### config.mk
export PLATFORM = sky130hd
export DESIGN_NAME = peri_req_arbiter
export DESIGN_NICKNAME = d
export VERILOG_FILES = /design/src/rtl/peri_req_arbiter.sv
export SDC_FILE = /design/constraint.sdc
export NUM_CORES = 1
export LEC_CHECK = 0
export ABC_AREA = 0
export BUFFER_PORTS_ARGS = -buffer_cell sky130_fd_sc_hd__buf_2
export CORE_UTILIZATION = 40
export DETAILED_ROUTE_END_ITERATION = 16
export HOLD_SLACK_MARGIN = 0.08
export PLACE_DENSITY = 0.72
export SYNTH_ARGS = -nofsm -noshare
export SYNTH_HDL_FRONTEND = slang
export SYNTH_SLANG_ARGS = --single-unit
### constraint.sdc
create_clock -name M_AXI_ACLK -period 5.9 [get_ports M_AXI_ACLK]
set_clock_uncertainty 0.15 [all_clocks]
set_input_delay 1.18 -clock M_AXI_ACLK [delete_from_list [all_inputs] [get_ports M_AXI_ACLK]]
set_output_delay 1.18 -clock M_AXI_ACLK [all_outputs]
set_load 0.02 [all_outputs]
### src/rtl/peri_req_arbiter.sv
// peri_req_arbiter: round-robin sequencer sharing the peripheral master
// (AXI-Lite bridge + CLINT) between the core LSU port (0) and the debug/DMA port (1).
// Ports: M_AXI_ACLK/M_AXI_ARESETN clock and async active-low reset.
//   Pn_REQ_* one-deep request slot per port; Pn_RESP_VALID/Pn_RDATA completion.
//   ADDR_TO_PERI_VALID/ADDR_TO_PERI/DATA_TO_PERI/WSTRB/WRITE_TO_PERI/PERI_WORD_ACCESS
//   are the held request bus; DATA_FROM_PERI_READY/DATA_FROM_PERI the completion.
//   GRANT_ID is the current/last owner; PERI_TIMEOUT is the sticky watchdog flag.
module peri_req_arbiter #(
    parameter int TIMEOUT_CYCLES = 4096,
    parameter int TCNT_W         = 13
) (
    input  logic        M_AXI_ACLK,
    input  logic        M_AXI_ARESETN,
    input  logic        P0_REQ_VALID,
    output logic        P0_REQ_READY,
    input  logic [63:0] P0_ADDR,
    input  logic [63:0] P0_WDATA,
    input  logic [7:0]  P0_WSTRB,
    input  logic        P0_WRITE,
    input  logic        P0_WORD_ACCESS,
    output logic        P0_RESP_VALID,
    output logic [63:0] P0_RDATA,
    input  logic        P1_REQ_VALID,
    output logic        P1_REQ_READY,
    input  logic [63:0] P1_ADDR,
    input  logic [63:0] P1_WDATA,
    input  logic [7:0]  P1_WSTRB,
    input  logic        P1_WRITE,
    input  logic        P1_WORD_ACCESS,
    output logic        P1_RESP_VALID,
    output logic [63:0] P1_RDATA,
    output logic        ADDR_TO_PERI_VALID,
    output logic [63:0] ADDR_TO_PERI,
    output logic [63:0] DATA_TO_PERI,
    output logic [7:0]  WSTRB,
    output logic        WRITE_TO_PERI,
    output logic        PERI_WORD_ACCESS,
    input  logic        DATA_FROM_PERI_READY,
    input  logic [63:0] DATA_FROM_PERI,
    output logic        GRANT_ID,
    output logic        PERI_TIMEOUT
);

    typedef enum logic [1:0] {
        S_IDLE,
        S_ISSUE,
        S_WAIT
    } state_t;

    state_t            r_state;
    logic [1:0]        r_pend;
    logic [63:0]       r_addr  [2];
    logic [63:0]       r_wdata [2];
    logic [7:0]        r_strb  [2];
    logic [1:0]        r_wr;
    logic [1:0]        r_word;
    logic [63:0]       r_rdata [2];
    logic [1:0]        r_resp;
    logic              r_last;
    logic              r_grant;
    logic              r_valid;
    logic [63:0]       r_bus_addr;
    logic [63:0]       r_bus_data;
    logic [7:0]        r_bus_strb;
    logic              r_bus_wr;
    logic              r_bus_word;
    logic [TCNT_W-1:0] r_cnt;
    logic              r_to;

    logic [63:0]       w_in_addr  [2];
    logic [63:0]       w_in_wdata [2];
    logic [7:0]        w_in_strb  [2];
    logic [1:0]        w_in_wr;
    logic [1:0]        w_in_word;
    logic [1:0]        w_acc;
    logic              w_own;
    logic [TCNT_W-1:0] w_cnt_nxt;
    logic              w_to_hit;

    assign w_in_addr[0]  = P0_ADDR;
    assign w_in_addr[1]  = P1_ADDR;
    assign w_in_wdata[0] = P0_WDATA;
    assign w_in_wdata[1] = P1_WDATA;
    assign w_in_strb[0]  = P0_WSTRB;
    assign w_in_strb[1]  = P1_WSTRB;
    assign w_in_wr       = {P1_WRITE, P0_WRITE};
    assign w_in_word     = {P1_WORD_ACCESS, P0_WORD_ACCESS};

    assign w_acc = {P1_REQ_VALID & ~r_pend[1], P0_REQ_VALID & ~r_pend[0]};

    // Both pending: the port that did not win last time; otherwise the sole one.
    assign w_own = (&r_pend) ? ~r_last : r_pend[1];

    assign w_cnt_nxt = (&r_cnt) ? r_cnt : r_cnt + 1'b1;
    assign w_to_hit  = (TIMEOUT_CYCLES != 0) &&
                       (w_cnt_nxt == TCNT_W'(TIMEOUT_CYCLES));

    always_ff @(posedge M_AXI_ACLK or negedge M_AXI_ARESETN) begin
        if (!M_AXI_ARESETN) begin
            r_state    <= S_IDLE;
            r_pend     <= '0;
            r_wr       <= '0;
            r_word     <= '0;
            r_resp     <= '0;
            r_last     <= 1'b1;
            r_grant    <= 1'b0;
            r_valid    <= 1'b0;
            r_bus_addr <= '0;
            r_bus_data <= '0;
            r_bus_strb <= '0;
            r_bus_wr   <= 1'b0;
            r_bus_word <= 1'b0;
            r_cnt      <= '0;
            r_to       <= 1'b0;
            for (int i = 0; i < 2; i++) begin
                r_addr[i]  <= '0;
                r_wdata[i] <= '0;
                r_strb[i]  <= '0;
                r_rdata[i] <= '0;
            end
        end else begin
            r_valid <= 1'b0;
            r_resp  <= '0;
            for (int i = 0; i < 2; i++) begin
                if (w_acc[i]) begin
                    r_addr[i]  <= w_in_addr[i];
                    r_wdata[i] <= w_in_wdata[i];
                    r_strb[i]  <= w_in_strb[i];
                    r_wr[i]    <= w_in_wr[i];
                    r_word[i]  <= w_in_word[i];
                    r_pend[i]  <= 1'b1;
                end
            end
            unique case (r_state)
                S_IDLE: begin
                    if (|r_pend) begin
                        r_bus_addr <= r_addr[w_own];
                        r_bus_data <= r_wdata[w_own];
                        r_bus_strb <= r_strb[w_own];
                        r_bus_wr   <= r_wr[w_own];
                        r_bus_word <= r_word[w_own];
                        r_grant    <= w_own;
                        r_last     <= w_own;
                        r_valid    <= 1'b1;
                        r_state    <= S_ISSUE;
                    end
                end
                S_ISSUE: begin
                    r_cnt   <= '0;
                    r_state <= S_WAIT;
                end
                S_WAIT: begin
                    r_cnt <= w_cnt_nxt;
                    if (w_to_hit) begin
                        r_to <= 1'b1;
                    end
                    // Pending slot frees on the same edge the response is registered.
                    if (DATA_FROM_PERI_READY) begin
                        if (!r_bus_wr) begin
                            r_rdata[r_grant] <= DATA_FROM_PERI;
                        end
                        r_resp[r_grant] <= 1'b1;
                        r_pend[r_grant] <= 1'b0;
                        r_state         <= S_IDLE;
                    end
                end
                default: r_state <= S_IDLE;
            endcase
        end
    end

    assign P0_REQ_READY       = ~r_pend[0];
    assign P1_REQ_READY       = ~r_pend[1];
    assign P0_RESP_VALID      = r_resp[0];
    assign P1_RESP_VALID      = r_resp[1];
    assign P0_RDATA           = r_rdata[0];
    assign P1_RDATA           = r_rdata[1];
    assign ADDR_TO_PERI_VALID = r_valid;
    assign ADDR_TO_PERI       = r_bus_addr;
    assign DATA_TO_PERI       = r_bus_data;
    assign WSTRB              = r_bus_strb;
    assign WRITE_TO_PERI      = r_bus_wr;
    assign PERI_WORD_ACCESS   = r_bus_word;
    assign GRANT_ID           = r_grant;
    assign PERI_TIMEOUT       = r_to;

endmodule

# Word level (Yosys, flattened, before mapping)
# Index checks and enable logic that the tools add are counted.
# totals
register_bits,565
output_inout_bits,273
# classes
eq_ne,5
bitwise_logic,10
muxes,32
n_addsub,1
n_lt_le_gt_ge,6
reduce_logical,11
# ops
cell,count
$mux W64,7
$bwmux W128,1
$demux W64 S1,1
$pmux W13 S2,1
$mux W8,3
$add A13 B1 Y13 const B,1
$eq A13 B13 Y1 const B,1
$mux W13,1
$reduce_and A13 Y1,1
$mux W2,6
$mux W1,10
$reduce_and A2 Y1,4
$pmux W2 S3,1
$ge A2 B2 Y1 const B,2
$lt A1 B2 Y1 const B,2
$ne A2 B2 Y1 const B,2
$not A1 Y1,4
$not A1 Y2,2
$reduce_and A3 Y1,1
$and A1 B1 Y1,2
$and A2 B2 Y2,1
$eq A2 B1 Y1 const B,1
$eq A2 B2 Y1 const B,1
$logic_and A1 B1 Y1,2
other kinds (7),7

# Logic depth before layout (Yosys ltp)
# depth
ltp_word,8
mapped_depth,8
depth_no_buf,7

# Worst setup path before layout
# OpenSTA, ideal clock, no wires.
# synth_timing
path_type,input port to flip-flop
startpoint,in P1_REQ_VALID
endpoint,reg r_addr[43] (netlist name)
path_stages,4
arrival_ns,2.284
n_path_buf,2
setup_slack_ns,3.342
cell_sequence,nor2b_1 > buf_1 > buf_2 > mux2_2
# synth_between
elab_chain_cells,1
# synth_lines
item,line,text
"start, declared",23,"input logic P1_REQ_VALID,"
$and A1 B1 Y1,89,"assign w_acc = {P1_REQ_VALID & ~r_pend[1], P0_REQ_VALID & ~r_pend[0]};"
"end signal, assigned by index",126,r_addr[i] <= w_in_addr[i];
"end, declared",52,logic [63:0] r_addr [2];
# Every way passes these cells.
# A chain may end at the register's enable or synchronous reset.

# Final worst setup path
# layout_timing
startpoint,reg r_pend[1]
endpoint,reg r_bus_addr[37] (netlist: ADDR_TO_PERI[37])
# layout_between
elab_chain_cells,6
elab_cells_between_ends,8
classes_between,4 x mux; 1 x bitwise; 3 x reduce/logical
# layout_lines
item,line,text
"start, declared",51,logic [1:0] r_pend;
"start signal, assigned",101,r_pend <= '0;
"start signal, assigned by index",131,r_pend[i] <= 1'b1;
"start signal, assigned by index",163,r_pend[r_grant] <= 1'b0;
$reduce_and A2 Y1,92,assign w_own = (&r_pend) ? ~r_last : r_pend[1];
$mux W1,92,
$not A1 Y2 (not written as such),137,r_bus_addr <= r_addr[w_own];
$mux W64 (not written as such) (3 in series),137,
"end signal, assigned",137,
"end, declared",62,logic [63:0] r_bus_addr;
# Several ways; a longest one is shown, not always the timed one. The select of a mux whose other input is x is not followed.

==> results.env <==
SWITCHINGPOWER_mW=6.07
PLACEMENT_ROWS=86
TOTALPOWERFINAL_mW=16.8
CORE-AREA_UM2=55400
SETUP.REG_TO_REG.WORST_SLACK_NS=2.84
HOLDCRITPATHCLASS='register to register'
POST_SYNTH.CELL_AREA_AVG_UM2=14.0
DIE-HEIGHT_UM=239
NUMBER_OF_BUFFERS_CREATED_BY_CTS=58
FIRST_GLOBAL_VIAS=15800
LARGEST_NET_DEGREE_AT_THE_START_OF_GLOBAL_ROUTING=249
COMBINATIONALPOWERSHARE_PCT=37.2
CRIT_PATH_END='ADDR_TO_PERI[37]'
NETLIST.TOP_CELL.BY_AREA='sky130_fd_sc_hd__dfrtp_1'
SHARE_CLK_OF_TOTAL_POWER_PCT=22.6
MAX_STAGE_DELAY_NS=0.63
CELLLEAKAGEPOWER_nW=13.8
POST-DP-HPWL_MM=41.3
YOSYS_REGISTER_BITS=565
SYNTH.NET_COUNT=1955
PATH_MAX_FANOUT=66
SYNTHFLOPTYPE='sky130_fd_sc_hd__dfrtp_1'
DETAILEDROUTE.FIRSTITERATIONVIOLATIONS=588
MAPPEDNETLISTAREA_UM2=22500
INTERNAL_POWER_CONTRIBUTION_mW=10.7
HOLD_PATH_STARTPOINT='PERI_TIMEOUT'
WORST_SKEW_PAIR_LATENCY_NS=0.60
YOSYS_WARNINGS=0
RUN_STATUS='completed'
SLEW_HEADROOM_PCT=12.5
GRT.TOTAL_USAGE_PCT=20.1
SYNTH-ASYNC-RESET-RATIO_PCT=100
SHARE_OF_LAYOUT_CELLS_ABOVE_DRIVE_STRENGTH_1_PCT=51.5
WORST_PATH_DOMINANT_CELL_FAMILY='buffers and inverters'
CTSHTREEMAXLEVEL=2
CTSHOLDBUFFERS=0
TIMING.SETUP.CRITICAL_PATH_CLASS='register to register'
FINAL_CELL_COUNT_NO_FILL=3023
SLEW_VIOL_FINAL=0
SYNTHMOSTINSTANTIATEDCELL='sky130_fd_sc_hd__dfrtp_1'
POSTROUTEANTENNANETS=0
RSZ0062_AT_GRT='false'
DRT-TOTAL-WL_MM=59.2
TIMING.MAX_CAP.VIOLATIONS=0
ENDPOINT_ARRIVAL_TIME_ON_THE_CRITICAL_PATH_NS=3.34
LAYOUT_MIN_CYCLE_TIME_NS=3.06
CRIT_PATH_CELL_TRACE='inv_1 > a21oi_4 > buf_12 > buf_4 > mux2i_1 > o21ai_0'
INITIAL_UTILIZATION_PCT=40.7
LAYOUT-AREA-OVERHEAD-VS-SYNTH_PCT=26.1
PLACED_CELL_AREA_UM2=26400
WORST_R2R_STARTPOINT='r_pend[1]'
PWR_DENS_nW_PER_UM2=590
ACHIEVABLE-FREQUENCY_MHz=327
SYN-INSTANCE-COUNT=1606
TIMING.CRITICAL_PATH.TO_TYPE='register'
SYNTH-EDFF-COUNT=0
P_SEQ_SHARE_PCT=40.2
CTS.REPORTEDPATHS.CLKPINSLEW_NS=0.06
CP-START-KIND='register'
GLOBALROUTE.TOTALOVERFLOW=0
MAX-VDD-IR-DROP_V=0.000487
CTS_RESIZED=0
DIE_WIDTH_UM=239
SYNTH.TOP_CELLS.BY_AREA='sky130_fd_sc_hd__dfrtp_1 63%, sky130_fd_sc_hd__mux2_2 20%, sky130_fd_sc_hd__mux2i_1 6.2%'
FINISH.INSTANCE_AREA_UM2=28400
CLOCK_TREE.ROOT_CELL='sky130_fd_sc_hd__clkbuf_16'
GRT_ANTENNA_BEFORE_REPAIR=37
CLOCK_SINK_COUNT=565
LAYOUT_WORST_PATH_CYCLE_SHARE_PCT=51.8
CP_BUFS_INVS=3
YS_SEQ_AREA_SHARE_PCT=62.7
CRITPATHREQUIREDTIME_NS=6.18
PATH_DEPTH=6
DRC=0
POST_CTS_BUFFERS=0
FILLERS=4778
TIMING.FINAL.SETUP_VIOLATIONS=0
FIRST_PASS_GRT_WIRE_LENGTH_MM=89.5
ROUTED_WIRE_LENGTH_PER_INSTANCE_UM=19.6
SW_FRAC_OF_TOTAL_PCT=36.2
R2R.WORST_PATH.CELLS=6
FIRST_PASS_ITERS=4
VIA_COUNT=15000
IO_PINS=618
DIE-AREA_UM2=57300
DETAIL_ROUTE.VIAS_PER_CELL=4.97
FINAL.HOLD.WORST_SLACK_NS=0.316
REGTOREGENDPOINT='ADDR_TO_PERI[37]'
NUMPORTBUFFERS=617
SYNTH.TOP_CELLS.BY_COUNT='564 x sky130_fd_sc_hd__dfrtp_1, 402 x sky130_fd_sc_hd__mux2_2, 149 x sky130_fd_sc_hd__nand2_1'
FIN_NETS=2553
TIMING_WORST_SLEW_PIN_VALUE_NS=1.31
CP-STARTPOINT='r_pend[1]'
PLACED_CELLS_INCL_TAPS=2892
SYNTHDOMINANTCELLAREASHARE_PCT=62.6
YOSYS.CELL_TYPES.COUNT=54
FINALSETUPTNS_NS=0
MAXIMUM_CLOCK_INSERTION_BUFFER_COUNT=3
TIMING.CRITICAL_PATH.SLOWEST_STAGE_CELL='sky130_fd_sc_hd__a21oi_4'
CTS_TREE='built'
NUMBER_OF_FAILING_HOLD_ENDPOINTS_AT_THE_FINAL_STAGE=0
GP_ROUTABILITY_CONGESTION=0.817
layout by cell type (no fill, tap or decap), types with 4 or more instances in the layout:
master                      Yosys  routed
sky130_fd_sc_hd__clkinv_2       0      12
sky130_fd_sc_hd__o21ai_0      146     146
sky130_fd_sc_hd__nor3_1         6       6
sky130_fd_sc_hd__a31oi_1        7       7
sky130_fd_sc_hd__dfrtp_1      564     564
sky130_fd_sc_hd__mux2i_1      140     140
sky130_fd_sc_hd__clkbuf_8       0      20
sky130_fd_sc_hd__inv_1         12      12
sky130_fd_sc_hd__clkbuf_1      20       7
sky130_fd_sc_hd__buf_12         0       6
sky130_fd_sc_hd__diode_2        0      24
sky130_fd_sc_hd__o22ai_1        4       4
sky130_fd_sc_hd__mux2_2       402     402
sky130_fd_sc_hd__buf_4          3      16
sky130_fd_sc_hd__buf_2         71     616
sky130_fd_sc_hd__ha_1           4       4
sky130_fd_sc_hd__clkbuf_16      0      59
sky130_fd_sc_hd__inv_6          0       4
sky130_fd_sc_hd__bufinv_16      0       4
sky130_fd_sc_hd__a21oi_1       14      13
sky130_fd_sc_hd__nor2_1        10      10
sky130_fd_sc_hd__nand2_1      149     149
registers in the layout, summed over array words and instances, names as in the netlist:
signal and flops:
ADDR_TO_PERI 64, ADDR_TO_PERI_VALID 1, DATA_TO_PERI 64, GRANT_ID 1
P0_RDATA 64, P1_RDATA 64, PERI_TIMEOUT 1, PERI_WORD_ACCESS 1
WRITE_TO_PERI 1, WSTRB 8, r_addr 128, r_cnt 13
r_last 1, r_pend 2, r_resp 2, r_state 2
r_strb 16, r_wdata 128, r_word 2, r_wr 2
power by group through the flow:
stage / sequential [mW] / combinational [mW] / clock [mW]
3_5_place_dp: 6.79 / 6.31 / 0
4_1_cts: 6.74 / 6.32 / 3.88
3_3_place_gp: 6.67 / 6.11 / 0
6_report: 6.75 / 6.24 / 3.79
5_1_grt: 6.96 / 6.78 / 4.02
2_1_floorplan: 7.63 / 3.26 / 0
how the worst min path moves through the flow:
| stage | end | slack (ns) | cells after the start |
|---|---|---|---|
| after floorplan | r_last | 0.33 | 1 |
| after global placement | PERI_TIMEOUT | 0.30 | 2 |
| after detailed placement | PERI_TIMEOUT | 0.31 | 2 |
| after CTS | PERI_TIMEOUT | 0.32 | 2 |
| after global routing | ADDR_TO_PERI[63] | 0.34 | 2 |
| final | PERI_TIMEOUT | 0.32 | 2 |
cell families (layout without fill, tap and decap cells):
| group | Yosys count | count (layout) | share of synthesized area [%] |
|---|---|---|---|
| flip-flops | 565 | 565 | 62.7 |
| multiplexers | 545 | 545 | 26.4 |
| AND/OR/NAND/NOR | 190 | 190 | 3.68 |
| AO/OA/AOI/OAI | 186 | 186 | 4.43 |
| buffers and inverters | 113 | 758 | 2.39 |
| adder cells (fa/ha/maj) | 4 | 4 | 0.222 |
| XOR/XNOR | 3 | 3 | 0.117 |
| other | 0 | 24 | 0 |
area by class of cell:
cell class                 instances  area [um^2]  area share (%)
sequential                       565        14100            49.7
multi-input combinational        928         7910            27.8
timing repair buffer             639         3340            11.7
clock buffer                      86         1780            6.25
tap                              748          936            3.29
clock inverter                    21          223           0.783
antenna                           24         60.1           0.211
inverter                          12         45.0           0.158
per-stage QoR:
step | setup WS [ns] | util (%)
4_1_cts | 2.82 | 51.2
3_3_place_gp | 2.63 | 47.6
5_1_grt | 2.65 | 51.3
2_1_floorplan | 3.34 | -
6_report | 2.84 | 51.3
3_5_place_dp | 2.60 | 47.6
tightest hold or removal path, delay by kind of cell (launching register included):
| family | cells | cell delay (ns) |
|---|---|---|
| buf+inv | 1 | 0.05 |
| flops | 1 | 0.34 |
| compound gates | 1 | 0.05 |
layer usage:
metal	routed length [um]	global-route usage (%)	up-vias
li1	-	-	6856
met1	23600	23.9	7494
met2	28300	32.8	488
met3	4290	6.34	168
met4	2820	10.2	24
met5	153	0	-
Power figures use the tool's default switching activity.
